===== src/rtl/multicycle_ctrl_pkg.sv =====
// multicycle_ctrl_pkg: shared encodings for the multi-cycle MIPS-lite controller.
// Opcodes, ALUOp codes, FSM state encodings, datapath select codes and the
// control-vector bundle passed from the decode map to the top.

`ifndef ALU_OP_LENGTH
`define ALU_OP_LENGTH 3
`endif

package multicycle_ctrl_pkg;

  localparam int ALU_OP_W_C = `ALU_OP_LENGTH;

  // Opcodes, IR[31:26]
  localparam logic [5:0] OP_R    = 6'b000000;
  localparam logic [5:0] OP_JAL  = 6'b000011;
  localparam logic [5:0] OP_BEQ  = 6'b000100;
  localparam logic [5:0] OP_ADDI = 6'b001000;
  localparam logic [5:0] OP_ANDI = 6'b001100;
  localparam logic [5:0] OP_ORI  = 6'b001101;
  localparam logic [5:0] OP_XORI = 6'b001110;
  localparam logic [5:0] OP_LW   = 6'b100011;
  localparam logic [5:0] OP_SW   = 6'b101011;

  // ALUOp codes
  localparam logic [ALU_OP_W_C-1:0] ALU_ADD   = 3'b000;
  localparam logic [ALU_OP_W_C-1:0] ALU_SUB   = 3'b001;
  localparam logic [ALU_OP_W_C-1:0] ALU_OR    = 3'b010;
  localparam logic [ALU_OP_W_C-1:0] ALU_FUNCT = 3'b011;
  localparam logic [ALU_OP_W_C-1:0] ALU_XOR   = 3'b100;
  localparam logic [ALU_OP_W_C-1:0] ALU_AND   = 3'b101;
  localparam logic [ALU_OP_W_C-1:0] ALU_ADDI  = 3'b110;

  // pc_src / reg_dst / wb_sel codes
  localparam logic [1:0] PC_SRC_PC4  = 2'b00;
  localparam logic [1:0] PC_SRC_BR   = 2'b01;
  localparam logic [1:0] PC_SRC_JUMP = 2'b10;

  localparam logic [1:0] REG_DST_RT = 2'b00;
  localparam logic [1:0] REG_DST_RD = 2'b01;
  localparam logic [1:0] REG_DST_RA = 2'b10;

  localparam logic [1:0] WB_SEL_ALU = 2'b00;
  localparam logic [1:0] WB_SEL_MEM = 2'b01;
  localparam logic [1:0] WB_SEL_PC4 = 2'b10;

  typedef enum logic [3:0] {
    S_FETCH    = 4'd0,
    S_DECODE   = 4'd1,
    S_EXEC_R   = 4'd2,
    S_EXEC_I   = 4'd3,
    S_WB_ALU   = 4'd4,
    S_MEM_ADDR = 4'd5,
    S_MEM_RD   = 4'd6,
    S_MEM_WR   = 4'd7,
    S_WB_MEM   = 4'd8,
    S_BRANCH   = 4'd9,
    S_JUMP     = 4'd10,
    S_TRAP     = 4'd11
  } state_t;

  // Raw per-state control vector; enables are qualified by mem_ready, zero
  // and stall in the top.
  typedef struct packed {
    logic                  mem_req;
    logic                  mem_we;
    logic                  ir_we;
    logic                  pc_we;
    logic                  reg_we;
    logic [1:0]            pc_src;
    logic [1:0]            reg_dst;
    logic [1:0]            wb_sel;
    logic                  alu_src;
    logic                  extend_op;
    logic [ALU_OP_W_C-1:0] alu_op;
  } ctrl_t;

  function automatic logic [ALU_OP_W_C-1:0] imm_alu_op(input logic [5:0] op);
    case (op)
      OP_ORI:  imm_alu_op = ALU_OR;
      OP_XORI: imm_alu_op = ALU_XOR;
      OP_ANDI: imm_alu_op = ALU_AND;
      OP_ADDI: imm_alu_op = ALU_ADDI;
      default: imm_alu_op = ALU_ADD;
    endcase
  endfunction

  // Only ADDI sign-extends among the immediate ALU ops.
  function automatic logic imm_sign_ext(input logic [5:0] op);
    imm_sign_ext = (op == OP_ADDI);
  endfunction

endpackage


===== src/rtl/multicycle_ctrl_decode.sv =====
// multicycle_ctrl_decode: pure combinational map from {state, op_q} to the
// raw control vector. No handshake qualification happens here.

module multicycle_ctrl_decode
  import multicycle_ctrl_pkg::*;
(
  input  state_t     state_i,
  input  logic [5:0] op_q_i,
  output ctrl_t      ctrl_o
);

  // Per-state control vector; every field not named in a state stays 0.
  always_comb begin
    ctrl_o = '0;
    case (state_i)
      S_FETCH: begin
        ctrl_o.mem_req = 1'b1;
        ctrl_o.ir_we   = 1'b1;
        ctrl_o.pc_we   = 1'b1;
        ctrl_o.pc_src  = PC_SRC_PC4;
      end
      S_EXEC_R: begin
        ctrl_o.alu_op  = ALU_FUNCT;
        ctrl_o.alu_src = 1'b0;
      end
      S_EXEC_I: begin
        ctrl_o.alu_src   = 1'b1;
        ctrl_o.alu_op    = imm_alu_op(op_q_i);
        ctrl_o.extend_op = imm_sign_ext(op_q_i);
      end
      S_WB_ALU: begin
        ctrl_o.reg_we = 1'b1;
        ctrl_o.wb_sel = WB_SEL_ALU;
        // ALU controls stay as in EXEC so the result is stable during write.
        if (op_q_i == OP_R) begin
          ctrl_o.reg_dst = REG_DST_RD;
          ctrl_o.alu_op  = ALU_FUNCT;
        end else begin
          ctrl_o.reg_dst   = REG_DST_RT;
          ctrl_o.alu_src   = 1'b1;
          ctrl_o.alu_op    = imm_alu_op(op_q_i);
          ctrl_o.extend_op = imm_sign_ext(op_q_i);
        end
      end
      S_MEM_ADDR: begin
        ctrl_o.alu_op    = ALU_ADD;
        ctrl_o.alu_src   = 1'b1;
        ctrl_o.extend_op = 1'b1;
      end
      S_MEM_RD: begin
        ctrl_o.mem_req = 1'b1;
      end
      S_MEM_WR: begin
        ctrl_o.mem_req = 1'b1;
        ctrl_o.mem_we  = 1'b1;
      end
      S_WB_MEM: begin
        ctrl_o.reg_we  = 1'b1;
        ctrl_o.wb_sel  = WB_SEL_MEM;
        ctrl_o.reg_dst = REG_DST_RT;
      end
      S_BRANCH: begin
        ctrl_o.alu_op  = ALU_SUB;
        ctrl_o.alu_src = 1'b0;
        ctrl_o.pc_we   = 1'b1;
        ctrl_o.pc_src  = PC_SRC_BR;
      end
      S_JUMP: begin
        ctrl_o.pc_we   = 1'b1;
        ctrl_o.pc_src  = PC_SRC_JUMP;
        ctrl_o.reg_we  = 1'b1;
        ctrl_o.reg_dst = REG_DST_RA;
        ctrl_o.wb_sel  = WB_SEL_PC4;
      end
      default: ctrl_o = '0;
    endcase
  end

endmodule


===== src/rtl/multicycle_ctrl.sv =====
// multicycle_ctrl: multi-cycle MIPS-lite sequencer (FETCH/DECODE/EXEC/MEM/WB).
// Optional memory wait timeout enabled by defining MULTICYCLE_WAIT_TIMEOUT_EN,
// which adds the mem_timeout output and the MAX_WAIT parameter.
//
// state    | meaning
// ---------+-----------------------------------------------------------
// FETCH    | read instruction; load IR and PC+4 on mem_ready
// DECODE   | latch opcode, branch to the per-class sequence
// EXEC_R   | R-type ALU operation
// EXEC_I   | immediate ALU operation
// WB_ALU   | write ALU result to rd (R) or rt (I)
// MEM_ADDR | compute base + sign-extended offset
// MEM_RD   | load access, wait for mem_ready
// MEM_WR   | store access, wait for mem_ready
// WB_MEM   | write load data to rt
// BRANCH   | BEQ compare, PC <= target when zero
// JUMP     | JAL: PC <= target, $31 <= pc+4
// TRAP     | illegal opcode or timeout; held until rst

module multicycle_ctrl
  import multicycle_ctrl_pkg::*;
#(
  parameter int ALU_OP_W = `ALU_OP_LENGTH
`ifdef MULTICYCLE_WAIT_TIMEOUT_EN
  , parameter int MAX_WAIT = 15
`endif
) (
  input  logic                clk,
  input  logic                rst,
  input  logic [5:0]          op,
  input  logic                zero,
  input  logic                mem_ready,
  input  logic                stall,
  output logic                pc_we,
  output logic [1:0]          pc_src,
  output logic                ir_we,
  output logic                mem_req,
  output logic                mem_we,
  output logic                reg_we,
  output logic [1:0]          reg_dst,
  output logic [1:0]          wb_sel,
  output logic                alu_src,
  output logic                extend_op,
  output logic [ALU_OP_W-1:0] alu_op,
  output logic                illegal_op,
  output logic [3:0]          state_o
`ifdef MULTICYCLE_WAIT_TIMEOUT_EN
  , output logic              mem_timeout
`endif
);

  state_t     state_q, state_d;
  logic [5:0] op_q;
  logic       illegal_q;
  ctrl_t      ctrl;
  logic       pc_qual;
  logic       ir_qual;
  logic       wait_hit;

  multicycle_ctrl_decode u_decode (
    .state_i (state_q),
    .op_q_i  (op_q),
    .ctrl_o  (ctrl)
  );

`ifdef MULTICYCLE_WAIT_TIMEOUT_EN
  logic [3:0] wait_cnt_q;
  logic       timeout_q;

  assign wait_hit = !stall && ctrl.mem_req && !mem_ready
                    && (wait_cnt_q == 4'(MAX_WAIT - 1));

  // Wait counter: restarts on every state change, counts unstalled waits.
  always_ff @(posedge clk) begin
    if (rst) begin
      wait_cnt_q <= 4'd0;
      timeout_q  <= 1'b0;
    end else begin
      if (state_d != state_q) begin
        wait_cnt_q <= 4'd0;
      end else if (!stall && ctrl.mem_req && !mem_ready) begin
        wait_cnt_q <= wait_cnt_q + 4'd1;
      end
      if (wait_hit) begin
        timeout_q <= 1'b1;
      end
    end
  end

  assign mem_timeout = !rst && timeout_q;
`else
  assign wait_hit = 1'b0;
`endif

  // Next-state logic; a stall freezes every transition.
  always_comb begin
    state_d = state_q;
    if (!stall) begin
      case (state_q)
        S_FETCH:  if (mem_ready) state_d = S_DECODE;
        S_DECODE: begin
          case (op)
            OP_R:                             state_d = S_EXEC_R;
            OP_ORI, OP_XORI, OP_ANDI, OP_ADDI: state_d = S_EXEC_I;
            OP_LW, OP_SW:                     state_d = S_MEM_ADDR;
            OP_BEQ:                           state_d = S_BRANCH;
            OP_JAL:                           state_d = S_JUMP;
            default:                          state_d = S_TRAP;
          endcase
        end
        S_EXEC_R, S_EXEC_I: state_d = S_WB_ALU;
        S_MEM_ADDR: state_d = (op_q == OP_LW) ? S_MEM_RD : S_MEM_WR;
        S_MEM_RD: if (mem_ready) state_d = S_WB_MEM;
        S_MEM_WR: if (mem_ready) state_d = S_FETCH;
        S_WB_ALU, S_WB_MEM, S_BRANCH, S_JUMP: state_d = S_FETCH;
        S_TRAP:   state_d = S_TRAP;
        default:  state_d = S_FETCH;
      endcase
      if (wait_hit) state_d = S_TRAP;
    end
  end

  // FSM state, latched opcode and sticky illegal-opcode flag.
  always_ff @(posedge clk) begin
    if (rst) begin
      state_q   <= S_FETCH;
      op_q      <= 6'd0;
      illegal_q <= 1'b0;
    end else begin
      state_q <= state_d;
      if (state_q == S_DECODE && !stall) begin
        op_q <= op;
        if (state_d == S_TRAP) illegal_q <= 1'b1;
      end
    end
  end

  // FETCH enables wait on the handshake; BRANCH writes PC only when taken.
  always_comb begin
    pc_qual = 1'b1;
    ir_qual = 1'b1;
    if (state_q == S_FETCH) begin
      pc_qual = mem_ready;
      ir_qual = mem_ready;
    end else if (state_q == S_BRANCH) begin
      pc_qual = zero;
    end
  end

  assign pc_we      = !rst && !stall && ctrl.pc_we && pc_qual;
  assign ir_we      = !rst && !stall && ctrl.ir_we && ir_qual;
  assign reg_we     = !rst && !stall && ctrl.reg_we;
  assign mem_we     = !rst && !stall && ctrl.mem_we;
  assign mem_req    = !rst && ctrl.mem_req;
  assign pc_src     = rst ? 2'b00 : ctrl.pc_src;
  assign reg_dst    = rst ? 2'b00 : ctrl.reg_dst;
  assign wb_sel     = rst ? 2'b00 : ctrl.wb_sel;
  assign alu_src    = !rst && ctrl.alu_src;
  assign extend_op  = !rst && ctrl.extend_op;
  assign alu_op     = rst ? '0 : ctrl.alu_op;
  assign illegal_op = !rst && illegal_q;
  assign state_o    = rst ? 4'd0 : state_q;

endmodule


===== config.mk =====
export PLATFORM = sky130hd
export DESIGN_NAME = multicycle_ctrl
export DESIGN_NICKNAME = d
export VERILOG_FILES = /design/src/rtl/multicycle_ctrl_pkg.sv /design/src/rtl/multicycle_ctrl_decode.sv /design/src/rtl/multicycle_ctrl.sv
export SDC_FILE = /design/constraint.sdc
export NUM_CORES = 1
export LEC_CHECK = 0
export CAP_MARGIN = 30
export CELL_PAD_IN_SITES_DETAIL_PLACEMENT = 0
export CELL_PAD_IN_SITES_GLOBAL_PLACEMENT = 1
export CORE_MARGIN = 2
export CORE_UTILIZATION = 33
export CTS_BUF_LIST = sky130_fd_sc_hd__clkbuf_16
export CTS_CLUSTER_SIZE = 24
export DETAILED_ROUTE_END_ITERATION = 10
export PLACE_DENSITY_LB_ADDON = 0.25
export SETUP_SLACK_MARGIN = 0.5
export SLEW_MARGIN = 20
export SYNTH_ARGS = -nofsm -noshare
export SYNTH_HDL_FRONTEND = slang
export SYNTH_SLANG_ARGS = --single-unit

===== constraint.sdc =====
create_clock -name clk -period 2 [get_ports clk]
set_input_delay 0.4 -clock clk [delete_from_list [all_inputs] [get_ports clk]]
set_output_delay 0.4 -clock clk [all_outputs]
set_load 0.005 [all_outputs]

==> results.json <==
{
  "fin_crit_ps": 1990,
  "timing.final.hold_violations": 0,
  "synth-main-ff-cell": "dfxtp_1",
  "final_max_slew_viol_count": 0,
  "multi_input_comb_area_sq_mm": 0.00108,
  "synth.lib_cells_used.distinct": 47,
  "most_frequent_cells_in_the_layout": "buf_4, buf_6, buf_2",
  "fin_skew_ps": 2.06,
  "track_usage": 0.234,
  "hp-start": "illegal_q",
  "reg_to_reg_end": "illegal_q",
  "vdd_drop_max_v": 0.000447,
  "antenna_cells": 0,
  "postSynthNetCount": 171,
  "initial_utilization": 0.340,
  "design.core.area_sq_mm": 0.00331,
  "fraction_of_registers_with_async_set_or_reset_after_synthesis": 0,
  "core.rowCount": 21,
  "grt_antenna_before_repair": 0,
  "max_freq_mhz": 503,
  "timing.reg2reg.setup_slack_ps": 150,
  "detailedPlacementHpwl_um": 2900,
  "p_clk_frac": 0.335,
  "hold_depth": 2,
  "post_route_cells_drive_above_1_share": 0.605,
  "synth_sequential_area_ratio": 0.196,
  "tritoncts.num_buffers": 3,
  "worstPathMaxFanout": 5,
  "clkTransAtPathRegs_ps": 40,
  "power_report.internal_total_w": 0.000737,
  "startpoint_type": "flop",
  "layout.cells.most_common": "buf_4",
  "share_seq_of_total_power": 0.232,
  "num_vias": 1695,
  "syn_avg_cell_area_sq_um": 7.03,
  "fp.dieArea_sq_mm": 0.00389,
  "filler_cell_count": 237,
  "crit_type": "flop to primary output",
  "nNetsFinal": 270,
  "comb_power_share": 0.433,
  "post-route-period-util": 0.994,
  "grt_setup_unrepaired": "true",
  "p_total_w": 0.00107,
  "outcome": "completed",
  "globalRoute.totalOverflow": 0,
  "synth_enable_flop_cells": 0,
  "place.gp.congestion": 0.878,
  "tritoncts_clock_tree": "done",
  "max-clock-path-buffers": 2,
  "die_width_um": 62.4,
  "grt_start_max_net_pins": 16,
  "postSynthRegisterBits": 11,
  "endpoint_kind": "primary output",
  "yosys_warnings": 0,
  "p_per_area_mw_per_mm2": 443,
  "rr_worst_depth": 7,
  "placement.io_buffers": 31,
  "post_drt_via_cell_ratio": 5.58,
  "detailedRoute.firstPassIterationCount": 4,
  "setup_total_negative_slack_ps": 0,
  "timing.rr.start": "state_q[3]",
  "cts_hold_buf": 0,
  "hold_path.class": "flop to flop",
  "syn_area_sq_mm": 0.00112,
  "die-height_um": 62.4,
  "cap_viol_max_count": 0,
  "first_global_vias": 1652,
  "clock_tree.root_cell": "clkbuf_16",
  "worst_skew_pair.late_latency_ps": 240,
  "detailedRoute.firstIterationViolations": 105,
  "wirelength_um": 4960,
  "drtAntennaViolNets": 0,
  "number_of_clock_sinks_seen_by_cts": 11,
  "wl_per_cell_um": 16.3,
  "area.growth.synth_to_final_pct": 114,
  "post-route-util": 0.728,
  "ff_latch_area_sq_um": 238,
  "hold_slack_ps": 469,
  "power_switching_w": 0.000330,
  "synthesis.instances": 160,
  "cp.arrival_ps": 1590,
  "ctsHtreeMaxLevel": 1,
  "post-route-drc-count": 0,
  "worst_hold_path.endpoint": "illegal_q",
  "total_setup_violations_reported_at_the_end_of_the_flow": 0,
  "max_slew.worst_pin.slew_ps": 332,
  "top_level_ports": 32,
  "leakagePower_nw": 1.06,
  "grt_first_pass_wirelength_um": 7520,
  "netSwitchingFraction": 0.309,
  "endpoint_required_time_on_the_critical_path_ps": 1600,
  "relSlewSlack": 0.775
}
-- layer usage --
metal,routed length [um],global-route usage
met1,1980,0.270
met2,2570,0.421
met3,267,0.0270
met4,144,0.128
met5,0,0
-- synth_stat cells (2+ instances only) --
| master | number | area share |
|---|---|---|
| mux2i_1 | 6 | 0.053 |
| buf_2 | 3 | 0.013 |
| nor4_1 | 3 | 0.017 |
| nand2_1 | 7 | 0.023 |
| o21ai_0 | 9 | 0.040 |
| dfxtp_1 | 11 | 0.20 |
| o31ai_1 | 2 | 0.013 |
| nor4b_1 | 3 | 0.023 |
| nand3_1 | 2 | 0.0089 |
| nor3_1 | 12 | 0.053 |
| nor2b_1 | 7 | 0.039 |
| nor2_1 | 23 | 0.077 |
| a21oi_1 | 12 | 0.053 |
| and2_1 | 2 | 0.011 |
| or4bb_1 | 2 | 0.020 |
| buf_4 | 2 | 0.013 |
| o22ai_1 | 4 | 0.022 |
| a31oi_1 | 3 | 0.017 |
| nand4_1 | 2 | 0.011 |
| inv_1 | 3 | 0.010 |
| nand2b_1 | 8 | 0.044 |
| clkbuf_1 | 7 | 0.023 |
| nor3b_1 | 3 | 0.020 |
-- repair_timing --
item,CTS,global route
setup endpoints to repair,32,32
setup buffers,14,12
cloned,1,0
gates resized for setup,146,48
pin swaps,21,17
endpoints found under the hold margin,0,0
-- flip-flops by register name, indices dropped and copies added (netlist names) --
name,count
state_q,4
op_q,6
illegal_q,1
-- stage by stage --
stage               instances  setup WS [ps]  instance area, sq um
floorplan                 160            361                  1200
global placement          273           -353                  1840
detailed placement        273           -386                  1840
CTS                       292           85.2                  2220
global route              304           -104                  2410
finish                    304           11.9                  2410
-- critical path, stage by stage (launching register included) --
cell and delay (ps):
dfxtp_4 370, nor2b_4 150, a41oi_2 210, nor3_2 70
a41o_1 220, a31o_2 200, buf_2 120
-- area by class of cell --
type,count,area share
Timing Repair Buffer,108,0.389
Sequential cell,11,0.0987
Clock inverter,1,0.00156
Clock buffer,3,0.0312
Tap cell,46,0.0239
Inverter,3,0.00571
Multi-Input combinational cell,132,0.450
-- power by group through the flow --
stage	clock (W)	sequential [W]	combinational (W)
floorplan	0	0.000243	0.000166
global placement	0	0.000249	0.000310
detailed placement	0	0.000250	0.000316
CTS	0.000361	0.000244	0.000388
global route	0.000372	0.000248	0.000492
finish	0.000358	0.000247	0.000462
-- kinds of logic (layout without fill, tap and decap cells) --
kind of cell,Yosys count,after routing,share of synthesized area
XOR/XNOR,2,2,0.0156
AO/OA/AOI/OAI,41,41,0.238
multiplexers,6,6,0.0534
AND/OR/NAND/NOR,83,83,0.424
flip-flops,11,11,0.196
buffers and inverters,17,115,0.0734
-- how the worst max path moves through the flow --
stage | end | from | cells past startpoint
finish | alu_op[0] | state_q[1] | 6
global route | pc_we | state_q[3] | 7
CTS | alu_op[0] | state_q[1] | 6
detailed placement | pc_we | mem_ready | 7
global placement | pc_we | mem_ready | 7
floorplan | pc_we | state_q[3] | 8
(Power assumes the default switching activity.)
